### config.mk
export PLATFORM = sky130hd
export DESIGN_NAME = load_store_unit
export DESIGN_NICKNAME = d
export VERILOG_FILES = /design/src/rtl/load_store_unit.sv
export SDC_FILE = /design/constraint.sdc
export NUM_CORES = 1
export LEC_CHECK = 0
export BUFFER_PORTS_ARGS = -buffer_cell sky130_fd_sc_hd__buf_2
export CELL_PAD_IN_SITES_DETAIL_PLACEMENT = 0
export CELL_PAD_IN_SITES_GLOBAL_PLACEMENT = 1
export CORE_UTILIZATION = 33
export CTS_CLUSTER_DIAMETER = 30
export DETAILED_ROUTE_END_ITERATION = 12
export GPL_TIMING_DRIVEN = 0
export PLACE_DENSITY_LB_ADDON = 0.1
export SETUP_SLACK_MARGIN = 0.02
export SYNTH_ARGS = -nofsm -noshare
export SYNTH_HDL_FRONTEND = slang
export SYNTH_SLANG_ARGS = --single-unit
### constraint.sdc
create_clock -name clk -period 1.75 [get_ports clk]
set_input_delay 0.35 -clock clk [delete_from_list [all_inputs] [get_ports clk]]
set_output_delay 0.35 -clock clk [all_outputs]
set_load 0.05 [all_outputs]
### src/rtl/load_store_unit.sv
// Single-outstanding load/store unit bridging the execute stage to a request/ack memory port.
// Optional macro LSU_MISALIGN_TRAP_EN: misaligned ops are reported and dropped instead of issued.
module load_store_unit (
    input  logic        clk,
    input  logic        rst_n,
    input  logic        ex_valid,
    output logic        ex_ready,
    input  logic [31:0] ex_addr,
    input  logic [31:0] ex_wdata,
    input  logic        ex_we,
    input  logic [1:0]  ex_size,
    input  logic        ex_uns,
    input  logic [4:0]  ex_rd,
    output logic        mem_req,
    output logic        mem_we,
    output logic [31:0] mem_addr,
    output logic [3:0]  mem_be,
    output logic [31:0] mem_wdata,
    input  logic        mem_ack,
    input  logic [31:0] mem_rdata,
    output logic        wb_valid,
    output logic [4:0]  wb_rd,
    output logic [31:0] wb_data,
    output logic        misalign,
    output logic [31:0] misalign_addr
);

    typedef enum logic [1:0] {
        IDLE = 2'd0,
        BUSY = 2'd1,
        DONE = 2'd2
    } state_t;

    state_t      state_q, state_d;
    logic        ready_q, ready_d;
    logic        mem_req_q, mem_req_d;
    logic        mem_we_q, mem_we_d;
    logic [31:0] mem_addr_q, mem_addr_d;
    logic [3:0]  mem_be_q, mem_be_d;
    logic [31:0] mem_wdata_q, mem_wdata_d;
    logic [1:0]  size_q, size_d;
    logic        uns_q, uns_d;
    logic [1:0]  lo_q, lo_d;
    logic [4:0]  rd_q, rd_d;
    logic        wb_valid_q, wb_valid_d;
    logic [4:0]  wb_rd_q, wb_rd_d;
    logic [31:0] wb_data_q, wb_data_d;
    logic        misalign_q, misalign_d;
    logic [31:0] misalign_addr_q, misalign_addr_d;
    logic        trap_s;

    function automatic logic [3:0] store_be(input logic [1:0] size, input logic [1:0] lo);
        case (size)
            2'b00:   store_be = 4'b0001 << lo;
            2'b01:   store_be = lo[1] ? 4'b1100 : 4'b0011;
            default: store_be = 4'b1111;
        endcase
    endfunction

    function automatic logic [31:0] store_data(input logic [1:0] size, input logic [31:0] wdata);
        case (size)
            2'b00:   store_data = {4{wdata[7:0]}};
            2'b01:   store_data = {2{wdata[15:0]}};
            default: store_data = wdata;
        endcase
    endfunction

    // Lane select then sign/zero extend; the half lane ignores addr[0] on purpose.
    function automatic logic [31:0] load_extract(input logic [1:0] size, input logic uns,
                                                 input logic [1:0] lo, input logic [31:0] rdata);
        logic [7:0]  b;
        logic [15:0] h;
        b = rdata[8*lo +: 8];
        h = lo[1] ? rdata[31:16] : rdata[15:0];
        case (size)
            2'b00:   load_extract = {{24{b[7] & ~uns}}, b};
            2'b01:   load_extract = {{16{h[15] & ~uns}}, h};
            default: load_extract = rdata;
        endcase
    endfunction

`ifdef LSU_MISALIGN_TRAP_EN
    function automatic logic is_misaligned(input logic [1:0] size, input logic [1:0] lo);
        case (size)
            2'b00:   is_misaligned = 1'b0;
            2'b01:   is_misaligned = lo[0];
            default: is_misaligned = (lo != 2'b00);
        endcase
    endfunction
`endif

    // Next-state and next-output computation for the IDLE/BUSY/DONE sequencer.
    always_comb begin
        state_d         = state_q;
        mem_req_d       = mem_req_q;
        mem_we_d        = mem_we_q;
        mem_addr_d      = mem_addr_q;
        mem_be_d        = mem_be_q;
        mem_wdata_d     = mem_wdata_q;
        size_d          = size_q;
        uns_d           = uns_q;
        lo_d            = lo_q;
        rd_d            = rd_q;
        wb_valid_d      = 1'b0;
        wb_rd_d         = wb_rd_q;
        wb_data_d       = 32'd0;
        misalign_d      = 1'b0;
        misalign_addr_d = 32'd0;
`ifdef LSU_MISALIGN_TRAP_EN
        trap_s          = is_misaligned(ex_size, ex_addr[1:0]);
`else
        trap_s          = 1'b0;
`endif
        case (state_q)
            IDLE: begin
                if (ex_valid) begin
                    size_d = ex_size;
                    uns_d  = ex_uns;
                    lo_d   = ex_addr[1:0];
                    rd_d   = ex_rd;
                    if (trap_s) begin
                        misalign_d      = 1'b1;
                        misalign_addr_d = ex_addr;
                        state_d         = IDLE;
                    end else begin
                        mem_req_d   = 1'b1;
                        mem_we_d    = ex_we;
                        mem_addr_d  = {ex_addr[31:2], 2'b00};
                        mem_be_d    = ex_we ? store_be(ex_size, ex_addr[1:0]) : 4'b1111;
                        mem_wdata_d = ex_we ? store_data(ex_size, ex_wdata) : 32'd0;
                        state_d     = BUSY;
                    end
                end else begin
                    state_d = IDLE;
                end
            end
            BUSY: begin
                if (mem_ack && mem_req_q) begin
                    mem_req_d = 1'b0;
                    state_d   = DONE;
                    if (!mem_we_q) begin
                        wb_valid_d = 1'b1;
                        wb_rd_d    = rd_q;
                        wb_data_d  = load_extract(size_q, uns_q, lo_q, mem_rdata);
                    end else begin
                        wb_valid_d = 1'b0;
                    end
                end else begin
                    state_d = BUSY;
                end
            end
            DONE:    state_d = IDLE;
            default: state_d = IDLE;
        endcase
        ready_d = (state_d == IDLE);
    end

    // State and output registers with synchronous active-low reset.
    always_ff @(posedge clk) begin
        if (!rst_n) begin
            state_q         <= IDLE;
            ready_q         <= 1'b1;
            mem_req_q       <= 1'b0;
            mem_we_q        <= 1'b0;
            mem_addr_q      <= 32'd0;
            mem_be_q        <= 4'd0;
            mem_wdata_q     <= 32'd0;
            size_q          <= 2'd0;
            uns_q           <= 1'b0;
            lo_q            <= 2'd0;
            rd_q            <= 5'd0;
            wb_valid_q      <= 1'b0;
            wb_rd_q         <= 5'd0;
            wb_data_q       <= 32'd0;
            misalign_q      <= 1'b0;
            misalign_addr_q <= 32'd0;
        end else begin
            state_q         <= state_d;
            ready_q         <= ready_d;
            mem_req_q       <= mem_req_d;
            mem_we_q        <= mem_we_d;
            mem_addr_q      <= mem_addr_d;
            mem_be_q        <= mem_be_d;
            mem_wdata_q     <= mem_wdata_d;
            size_q          <= size_d;
            uns_q           <= uns_d;
            lo_q            <= lo_d;
            rd_q            <= rd_d;
            wb_valid_q      <= wb_valid_d;
            wb_rd_q         <= wb_rd_d;
            wb_data_q       <= wb_data_d;
            misalign_q      <= misalign_d;
            misalign_addr_q <= misalign_addr_d;
        end
    end

    assign ex_ready      = ready_q;
    assign mem_req       = mem_req_q;
    assign mem_we        = mem_we_q;
    assign mem_addr      = mem_addr_q;
    assign mem_be        = mem_be_q;
    assign mem_wdata     = mem_wdata_q;
    assign wb_valid      = wb_valid_q;
    assign wb_rd         = wb_rd_q;
    assign wb_data       = wb_data_q;
    assign misalign      = misalign_q;
    assign misalign_addr = misalign_addr_q;

endmodule

==> results by group <==
Critical path
  • WP buf/inv: 2
  • CP max FO: 10
  • Critical Path RT: roughly 2100 ps
  • CP max stage delay: approximately 440 ps
  • Critical path startpoint category: flop
  • Crit Path Category: flop to flop
  • Cell chain of the critical path: or3b_1, buf_4, clkbuf_4, nand2_1, o21ai_0, and2_1
  • R2r worst-path depth: 6
  • CP Depth: 6
  • Cell family with most CP delay: simple AND/OR/NAND/NOR gates
  • Worst setup EP type: flop
  • Crit path DAT: 1970 ps
  • Slowest stage cell on the critical path: or3b_1

Cells and area
  • Final net count: 998
  • Number of diodes: 0
  • Fill cells: roughly 1600
  • Area of the multi-input gates: about 2600 um^2
  • Utilization after layout: around 47%
  • Design Area, Final: ~7500 um^2
  • Register Area: between 2000 and 2500 um^2
  • P&R area growth vs syn: 40.77%
  • Layout cell share with drive strength beyond 1: 37.40%

GRT
  • GRT Residual Overflow: 0
  • Vias in the first global route: between 4000 and 5000
  • Antenna violations before repair: 0
  • GRT Total Usage: between 10% and 20%
  • Largest net degree at the start of global routing: 17
  • First-pass GRT wire length: around 25 mm

Drt
  • Routed Antenna Nets: 0
  • Drt via density: ~4.5
  • Drt initial violations: approximately 210
  • WL/cell: approximately 15 um
  • Residual DRC: 0
  • Vias: between 5000 and 6000
  • Routed wire length: ~17 mm
  • Initial DRT Pass Iterations: 4

Pwr
  • Lkg Pwr: 3.488 nW
  • Pwr Total: roughly 8.3 mW
  • Power per cell area: 1111 nW/um^2
  • Worst vdd ir: roughly 0.68 mV

Floorplan
  • Die Footprint: between 15000 and 20000 um^2
  • Core Region: between 15000 and 20000 um^2
  • Die W: 129.2 um
  • Ports: around 250
  • Starting Density: 33.72%
  • Rows: 46
  • Die height: 129.2 um

Yosys
  • Post-synthesis cell type count: 43
  • Synth Area per Inst: approximately 8.6 um^2
  • Yosys top cell by area: dfxtp_1
  • Asr flop ratio synth: 0%
  • Ranking of synthesized cells by area: dfxtp_1 (45%), nand2_1 (8.7%), a21boi_0 (8.0%)
  • Top_reg_cell synth: dfxtp_1
  • Post-synth EDFFs: 0
  • Synthesized flop and latch total: 119
  • Sequential fraction of the synthesis area: roughly 45%
  • Synth top area share: between 40% and 50%
  • Post-synth top cells: nand2_1 (124), dfxtp_1 (119), a21boi_0 (57)
  • Mapped cell area: ~5300 um^2
  • Synthesized instance count: around 620
  • Yosys synthesis warning count: 0
  • Top-count cell post-synth: nand2_1

Clocking
  • Hold-fix buffers at CTS: 0
  • Clk buf depth: 2
  • CTS tree: done
  • Root buffer cell: clkbuf_16
  • CTS Sinks: approximately 120
  • # H-tree levels: 4
  • CTS clk-pin slew, worst paths: 60 ps
  • Num CTS Buffers: 17
  • Clock Latency Late Sink: between 400 and 500 ps

STA
  • Setup violators final: 0
  • Least-Margin Pin Slew: between 600 and 700 ps
  • Pins over their slew limit: 0
  • Slew headroom: 54.29%
  • RSZ-0062 raised after global routing: true
  • Skew final: 12.24 ps
  • Tcrit/Tclk final: approximately 95%
  • Tmin final: about 1700 ps
  • Setup_tns: 0 ps
  • Setup slack after layout: 89.90 ps
  • Fmax: 602.4 MHz
  • Hold Violations, Final: 0

Placement
  • Post-DP HPWL: 12.38 mm
  • GP Congestion: slightly below 0.8
  • DP Area: slightly below 7000 um^2
  • Dpl ws: -103.7 ps
  • I/O Buffers: between 200 and 250

Job
  • Total of max-cap violations: 0

Min path
  • Hold Crit Depth: 3
  • Hold Crit Class: primary input to flop

Status
  • Status: complete, no violations
cells by family after synthesis:
group           after synthesis  synth area share (%)
mux                          30                 6.002
simple gates                236                 21.67
compound gates              145                 18.15
flops                       119                 44.64
other cells                   1               0.07027
buf+inv                      91                 9.473
cell type report:
| type | count | share of cell area [%] |
|---|---|---|
| Timing Repair Buffer | 215 | 14.39 |
| Buffer | 80 | 6.412 |
| Sequential cell | 119 | 31.71 |
| Inverter | 10 | 0.4997 |
| Clock inverter | 9 | 2.598 |
| Multi-Input combinational cell | 446 | 34.48 |
| Clock buffer | 22 | 6.312 |
| Tap cell | 216 | 3.598 |
metal layers:
metal / track usage (%) / wire length (um) / vias to the layer above
met2: 32.80 / 7829 / 175
met4: 7.751 / 290 / 0
met3: 6.647 / 1270 / 19
met1: 23.28 / 7115 / 2304
li1: - / - / 2552
met5: 0 / 0 / -
power breakdown:
group	switching, mW	total (mW)	internal (mW)
combinational	1.01	1.45	0.441
clock	1.23	4.00	2.77
sequential	0.0670	2.89	2.83
total	2.31	8.35	6.04
flip-flops by register name, summed over array words and instances (netlist names), 2 cells and up:
register and count:
mem_addr 30, rd_q 5, mem_be 4, wb_rd 5, size_q 2, mem_wdata 32
state_q 2, lo_q 2, wb_data 32
path summary, 6_finish.rpt:
check,slack (ps),from,to
worst min-delay path,170,ex_addr[4],mem_addr[4]$_SDFFE_PN0P_
worst min register to register,460,mem_addr[18]$_SDFFE_PN0P_,mem_addr[18]$_SDFFE_PN0P_
worst max-delay path,90,state_q[1]$_SDFF_PN0_,mem_wdata[29]$_SDFFE_PN0P_
worst max register to register,90,state_q[1]$_SDFF_PN0_,mem_wdata[29]$_SDFFE_PN0P_
what timing repair did:
item | in CTS | in global routing
endpoints found under the setup margin | 6 | 88
resized for setup | 1 | 19
pin swaps | 0 | 2
buffers inserted | 0 | 2
hold endpoints to repair | 0 | 0
worst min-delay path, stage by stage:
cell and delay (ps):
buf_2 90, nand2_1 40, a21boi_0 60
layout by cell type (no fill, tap or decap), types with 2 or more instances in the layout:
cell / instances
dfxtp_1: 119
a221oi_1: 6
buf_2: 225
nand3b_1: 2
nand2b_1: 3
clkbuf_1: 20
mux2i_1: 12
o21ai_1: 2
inv_1: 10
nor2b_1: 31
clkbuf_8: 3
mux2i_2: 2
nand3_1: 16
a2111oi_0: 2
o21ai_0: 53
buf_1: 2
buf_4: 40
clkbuf_2: 7
a21boi_0: 57
nor3_4: 2
bufinv_16: 6
nand2_1: 124
clkinv_2: 3
a21oi_1: 14
nor3_2: 2
conb_1: 35
mux2_2: 16
and2_1: 17
clkbuf_4: 2
clkbuf_16: 17
nor2_1: 14
nor3_1: 16
a2111oi_2: 4
metrics by stage:
step,hold slack (ps),cells
final,171.1,1117
after global routing,170.1,1117
after CTS,161.0,1116
after detailed placement,455.9,1085
after global placement,447.0,1085
after floorplan,443.1,656
No activity file was read; power rests on OpenSTA's default activity.
